## config.mk

```make
export PLATFORM = sky130hd
export DESIGN_NAME = syscall_unit
export DESIGN_NICKNAME = d
export VERILOG_FILES = /design/src/rtl/syscall_unit.sv
export SDC_FILE = /design/constraint.sdc
export NUM_CORES = 1
export LEC_CHECK = 0
export ABC_AREA = 1
export CORE_AREA = 2 2 168 170
export CTS_CLUSTER_SIZE = 12
export DETAILED_ROUTE_END_ITERATION = 6
export DIE_AREA = 0 0 170 172
export PLACE_DENSITY = 0.71
export SLEW_MARGIN = 20
export SYNTH_ARGS = -nofsm -noshare
export SYNTH_HDL_FRONTEND = slang
export SYNTH_SLANG_ARGS = --single-unit
```

## constraint.sdc

```tcl
create_clock -name clk -period 5.3 [get_ports clk]
set_input_delay 1.325 -clock clk [delete_from_list [all_inputs] [get_ports clk]]
set_output_delay 1.325 -clock clk [all_outputs]
set_load 0.02 [all_outputs]
```

## src/rtl/syscall_unit.sv

```systemverilog
// syscall_unit: console/exit services (print_int, print_string, print_char, exit) for MIPS_SCP.
// Latency: print_char releases stall 2 cycles after decode; print_int/print_string run until done.
// Backpressure: tx_ready low freezes the FSM with tx_valid/tx_data held; stall stays high throughout.
//
// Ports:
//   clk, reset              rising-edge clock, asynchronous active-high reset
//   sc_valid, sc_v0, sc_a0  SYSCALL decode strobe, service code, argument
//   stall, halt, err        PC freeze, sticky exit flag, sticky error flag
//   mem_rd, mem_addr        word read request (data returns one cycle later on mem_rdata)
//   tx_data, tx_valid       console byte stream, transferred when tx_valid & tx_ready
module syscall_unit #(
  parameter int MAX_STR = 256
) (
  input  logic        clk,
  input  logic        reset,
  input  logic        sc_valid,
  input  logic [31:0] sc_v0,
  input  logic [31:0] sc_a0,
  output logic        stall,
  output logic        halt,
  output logic        err,
  output logic        mem_rd,
  output logic [31:0] mem_addr,
  input  logic [31:0] mem_rdata,
  output logic [7:0]  tx_data,
  output logic        tx_valid,
  input  logic        tx_ready
);

  localparam int CW = (MAX_STR < 2) ? 1 : $clog2(MAX_STR + 1);

  typedef enum logic [3:0] {
    IDLE,
    CHAR,
    INT_SIGN,
    INT_DIGIT,
    STR_REQ,
    STR_WAIT,
    STR_EMIT,
    DONE,
    HALTED
  } state_t;

  state_t        r_state;
  logic [32:0]   r_mag;      // remaining magnitude of the integer being printed
  logic [3:0]    r_idx;      // current decimal position (9 = 10^9 ... 0 = units)
  logic [3:0]    r_digit;    // digit accumulated by repeated subtraction
  logic          r_started;  // a non-zero digit has been emitted; zeros are no longer leading
  logic [31:0]   r_ptr;      // byte pointer into the string
  logic [31:0]   r_word;     // word currently being walked
  logic [CW-1:0] r_cnt;      // bytes emitted for this string
  logic          r_halt;
  logic          r_err;
  logic          r_mem_rd;
  logic [31:0]   r_mem_addr;
  logic [7:0]    r_tx_data;
  logic          r_tx_valid;

  logic          w_fire;
  logic [32:0]   w_a0_mag;
  logic [32:0]   w_pow;
  logic [7:0]    w_byte;
  logic [31:0]   w_ptr_next;

  function automatic logic [32:0] pow10(input logic [3:0] i);
    case (i)
      4'd0:    pow10 = 33'd1;
      4'd1:    pow10 = 33'd10;
      4'd2:    pow10 = 33'd100;
      4'd3:    pow10 = 33'd1000;
      4'd4:    pow10 = 33'd10000;
      4'd5:    pow10 = 33'd100000;
      4'd6:    pow10 = 33'd1000000;
      4'd7:    pow10 = 33'd10000000;
      4'd8:    pow10 = 33'd100000000;
      default: pow10 = 33'd1000000000;
    endcase
  endfunction

  assign w_fire     = r_tx_valid & tx_ready;
  // Two's-complement magnitude; 33 bits keeps -2^31 representable as a positive value.
  assign w_a0_mag   = sc_a0[31] ? ({1'b0, ~sc_a0} + 33'd1) : {1'b0, sc_a0};
  assign w_pow      = pow10(r_idx);
  assign w_byte     = r_word[8*r_ptr[1:0] +: 8];
  assign w_ptr_next = r_ptr + 32'd1;

  // Combinational so the PC is frozen already in the decode cycle.
  assign stall = ((r_state != IDLE) && (r_state != DONE)) || ((r_state == IDLE) && sc_valid);

  assign halt     = r_halt;
  assign err      = r_err;
  assign mem_rd   = r_mem_rd;
  assign mem_addr = r_mem_addr;
  assign tx_data  = r_tx_data;
  assign tx_valid = r_tx_valid;

  always_ff @(posedge clk or posedge reset) begin
    if (reset) begin
      r_state    <= IDLE;
      r_mag      <= '0;
      r_idx      <= '0;
      r_digit    <= '0;
      r_started  <= 1'b0;
      r_ptr      <= '0;
      r_word     <= '0;
      r_cnt      <= '0;
      r_halt     <= 1'b0;
      r_err      <= 1'b0;
      r_mem_rd   <= 1'b0;
      r_mem_addr <= '0;
      r_tx_data  <= '0;
      r_tx_valid <= 1'b0;
    end else begin
      case (r_state)
        IDLE: begin
          if (sc_valid) begin
            case (sc_v0)
              32'd1: begin
                r_mag     <= w_a0_mag;
                r_idx     <= 4'd9;
                r_digit   <= 4'd0;
                r_started <= 1'b0;
                if (sc_a0[31]) begin
                  r_tx_valid <= 1'b1;
                  r_tx_data  <= 8'h2D;
                  r_state    <= INT_SIGN;
                end else begin
                  r_state <= INT_DIGIT;
                end
              end
              32'd4: begin
                r_ptr      <= sc_a0;
                r_cnt      <= '0;
                // Raised on entry so mem_rd is high for the whole STR_REQ cycle.
                r_mem_rd   <= 1'b1;
                r_mem_addr <= {sc_a0[31:2], 2'b00};
                r_state    <= STR_REQ;
              end
              32'd10: begin
                r_halt  <= 1'b1;
                r_state <= HALTED;
              end
              32'd11: begin
                r_tx_valid <= 1'b1;
                r_tx_data  <= sc_a0[7:0];
                r_state    <= CHAR;
              end
              default: begin
                r_err   <= 1'b1;
                r_state <= DONE;
              end
            endcase
          end
        end

        CHAR, INT_SIGN: begin
          if (w_fire) begin
            r_tx_valid <= 1'b0;
            r_state    <= (r_state == CHAR) ? DONE : INT_DIGIT;
          end
        end

        INT_DIGIT: begin
          if (r_tx_valid) begin
            if (tx_ready) begin
              r_tx_valid <= 1'b0;
              r_digit    <= 4'd0;
              if (r_idx == 4'd0) begin
                r_state <= DONE;
              end else begin
                r_idx <= r_idx - 4'd1;
              end
            end
          end else if (r_mag >= w_pow) begin
            r_mag   <= r_mag - w_pow;
            r_digit <= r_digit + 4'd1;
          end else if ((r_digit != 4'd0) || r_started || (r_idx == 4'd0)) begin
            // Units digit is always printed so that zero comes out as "0".
            r_tx_valid <= 1'b1;
            r_tx_data  <= 8'h30 + {4'd0, r_digit};
            r_started  <= 1'b1;
          end else begin
            r_idx <= r_idx - 4'd1;
          end
        end

        STR_REQ: begin
          r_mem_rd <= 1'b0;
          r_state  <= STR_WAIT;
        end

        STR_WAIT: begin
          r_word  <= mem_rdata;
          r_state <= STR_EMIT;
        end

        STR_EMIT: begin
          if (r_tx_valid) begin
            if (tx_ready) begin
              r_tx_valid <= 1'b0;
              r_ptr      <= w_ptr_next;
              r_cnt      <= r_cnt + CW'(1);
              if (r_cnt == CW'(MAX_STR - 1)) begin
                r_err   <= 1'b1;
                r_state <= DONE;
              end else if (w_ptr_next[1:0] == 2'b00) begin
                r_mem_rd   <= 1'b1;
                r_mem_addr <= {w_ptr_next[31:2], 2'b00};
                r_state    <= STR_REQ;
              end
            end
          end else if (w_byte == 8'h00) begin
            r_state <= DONE;
          end else begin
            r_tx_valid <= 1'b1;
            r_tx_data  <= w_byte;
          end
        end

        DONE: r_state <= IDLE;

        HALTED: r_state <= HALTED;

        default: r_state <= IDLE;
      endcase
    end
  end

endmodule

```

==> impl_summary.md <==
Logic synthesis
The mean instance size in the synthesized netlist is between 6 and 7 µm². The share of the yosys chip area belonging to registers is 33.1%. The cell count after synthesis came out at 1848. The fraction of synthesis flops using an asynchronous set or reset pin is 100%.

After synthesis the cells add up to 12200 µm². The number of enable flip-flop cells after synthesis is 0. The number of warnings reported in the yosys synthesis log is 0. The synthesized flop and latch total is 161.

For this run, the leading register cell type out of synthesis is sky130_fd_sc_hd__dfrtp_1. The number of different library cells in the post-synthesis netlist is 54.

Critical path
The gate family responsible for the most delay along the worst path is buffers and inverters. The largest individual stage delay along the critical path comes from the cell sky130_fd_sc_hd__clkdlybuf4s50_1. The buffer and inverter count on the worst path is 2.

Of all nets on the critical path, the largest fanout is 3. Setup slack on the worst reg-to-reg path comes out at 1.36 ns. The type of origin of the critical path is an input pin.

The worst setup path is of the input pin to output port kind. The required time of the critical path is 3.97 ns. The most prevalent standard cell on the critical path is sky130_fd_sc_hd__clkdlybuf4s50_1. STA classifies the critical path endpoint as an output port.

Walking the worst path, the cells encountered are clkdlybuf4s50_1, nor2_2, a21oi_1, clkdlybuf4s50_1. In this design, the stage delay of the slowest critical-path cell is 0.66 ns. The arrival time at the worst endpoint is between 2 and 3 ns.

STA
Derived from the worst setup path, the maximum achievable clock frequency is 0.245 GHz. The post-route clock skew is 0.0168 ns. The final number of hold-violating endpoints is 0. The minimum clock period is 4.09 ns. The relative slew slack is 43.3%. Dividing the final minimum period by the clock period gives roughly 77%.

The final-report setup violation count is 0. The final number of max-transition violations was 0. Setup repair after global routing left no endpoint under its margin. At the pin with the least slew margin, the transition time is 0.850 ns. The total negative slack is 0 ns. Once routing completed, OpenROAD measured the worst setup slack at 1.21 ns.

Routing
The first routing iteration left 1122 violations. The via count of the routed design is 12446. The total wirelength of the detailed-routed design is between 30000 and 40000 µm.

The first TritonRoute pass finished after 5 iterations. The via count normalized by instance count is 5.36. In the final routed layout, each cell accounts on average for 16.0 µm.

The number of nets with antenna violations after detailed routing is 0. After detailed routing, the number of remaining DRC violations is 0.

Floorplan
145 I/O pins were placed. The floorplan step defined a core boundary enclosing 27500 µm². In this run the horizontal extent of the chip is between 150 and 200 µm.

The row count is 61. In this run the vertical extent of the chip is 172 µm. The initial utilization of the core area, before any placement, comes to around 44%. The die outline area is approximately 30000 µm².

Power and ir drop
For this design the static power due to leakage is just under 7 nW. The peak supply drop is about 0.35 mV. For this design the ratio of total power to cell area is between 600 and 700 nW/µm².

Clock network
The H-tree depth is 4. The number of gates resized after cts is 0. Buffers added to address setup during post-CTS repair amount to 0. The number of buffers added by the clock tree synthesis step is 17.

The clock-pin transition on the worst setup and hold timing paths is 0.07 ns. The latest clock arrival within the worst-skew pair is 0.44 ns. The hold buffer count at cts is 0. The clock sink count is between 150 and 200. The maximum number of buffers from clock root to sink is 2. TritonCTS built the clock tree. The root buffer selected by CTS is sky130_fd_sc_hd__clkbuf_16.

Placed design
The count of buffers inserted at the top-level ports is 142. At the end of routability-driven placement, the weighted congestion stood at 0.981. The wire-length estimate of the detail-placed layout is 28700 µm.

The pre-CTS worst setup slack is ~1.1 ns.

GRT
The number of global-route vias before repair is approximately 12000. For this run, the total global-route usage over all layers was measured as between 20 and 30%. The largest net degree at the start of global routing is 162. The first global-routing pass estimated 59900 µm of wire. The initial antenna violation count is 0.

The remaining global-route overflow is 0.

Finish
The layout cell share with drive strength beyond 1 is 5.97%. The layout has between 2000 and 3000 filler cells. The final net count is 2109. The number of antenna cells inserted is 0. The layout-stage area growth over the synthesis result is 18.0%.

Job
Max-cap violations in this run came to 0.

Outcome
The flow ran to the end, and the final reports show no timing, DRC or antenna violations.

Min path
The tightest min-delay check is of the flop to flop type.
[cells in the mapped netlist (all sizes together), types with 25 or more instances]
cell	instances	share of area (%)
nand4	25	1.3
dfrtp	161	33
nor3	26	1.3
nor2	188	6.3
inv	189	5.9
o21ai	132	5.4
ha	45	4.6
nand2	671	21
mux2	32	3.0
buf	36	2.1
nand3	137	5.7
a21oi	84	3.5
[final cells by class]
type	instances	area [µm²]	share of cell area, %
clock inverter	15	166	1.16
clock buffer	17	425	2.96
inverter	192	728	5.07
timing repair buffer	149	1490	10.4
sequential	161	4030	28.1
tap	346	433	3.02
multi-input combinational	1442	7090	49.4
[kinds of logic (layout without fill, tap and decap cells)]
kind of cell | after synthesis | in the layout | share of synthesized area (%)
AND/OR/NAND/NOR | 1076 | 1076 | 37.0
AO/OA/AOI/OAI | 262 | 262 | 11.7
buffers and inverters | 246 | 373 | 8.62
flip-flops | 161 | 161 | 33.1
adder cells (fa/ha/maj) | 46 | 46 | 4.79
multiplexers | 34 | 34 | 3.13
XOR/XNOR | 22 | 22 | 1.58
other | 1 | 2 | 0.0308
[metal layers]
layer | wire length, µm | global-route usage [%] | up-vias | share of wire (%)
li1 | - | - | 6226 | -
met1 | 17100 | 37.0 | 5749 | 46
met2 | 16700 | 41.7 | 425 | 45
met3 | 2540 | 3.32 | 46 | 6.8
met4 | 692 | 7.06 | 0 | 1.9
met5 | 0 | 0 | - | 0
[metrics by stage]
step           cells  cell area [µm²]  utilization (%)  hold slack (ns)  power [W]
2_1_floorplan   1849            12200                -            0.452    0.00675
3_3_place_gp    2290            13800             50.1            0.441    0.00836
3_5_place_dp    2290            13800             50.1            0.448    0.00844
4_1_cts         2322            14400             52.2            0.463    0.00971
5_1_grt         2322            14400             52.2            0.480     0.0107
6_report        2322            14400             52.2            0.458    0.00975
[worst paths after layout]
check,endpoint,cells past startpoint,start
min in group asynchronous,r_word[11],3,reset
max,stall,4,sc_valid
max in group asynchronous,r_mag[19],3,reset
min reg2reg,err,1,err
max reg2reg,r_mag[4],20,r_idx[0]
min,err,1,err
[cells in the final DEF, fill, tap and decap left out, drive strengths merged, types with 3 or more instances in the layout]
cell,instances
a21o,3
a21oi,84
a31oi,6
buf,7
clkbuf,17
clkdlybuf4s50,142
clkinv,10
dfrtp,161
ha,45
inv,195
mux2,32
nand2,671
nand3,137
nand3b,7
nand4,25
nor2,188
nor3,26
nor4,11
o211ai,6
o21ai,132
o21bai,6
o221ai,3
o22ai,9
o31ai,5
or2,9
xnor2,5
xor2,17
[flip-flops by register name, indices dropped and copies added, names as in the netlist]
name and flops:
r_mag 33, r_ptr 32, r_word 32, mem_addr 30
r_cnt 9, tx_data 8, r_digit 4, r_idx 4
r_state 4, err 1, halt 1, mem_rd 1
r_started 1, tx_valid 1
[power by group]
part           switching (W)  internal (W)
combinational        0.00411       0.00209
clock               0.000594      0.000633
sequential          0.000512       0.00181
Power figures use the tool's default switching activity.
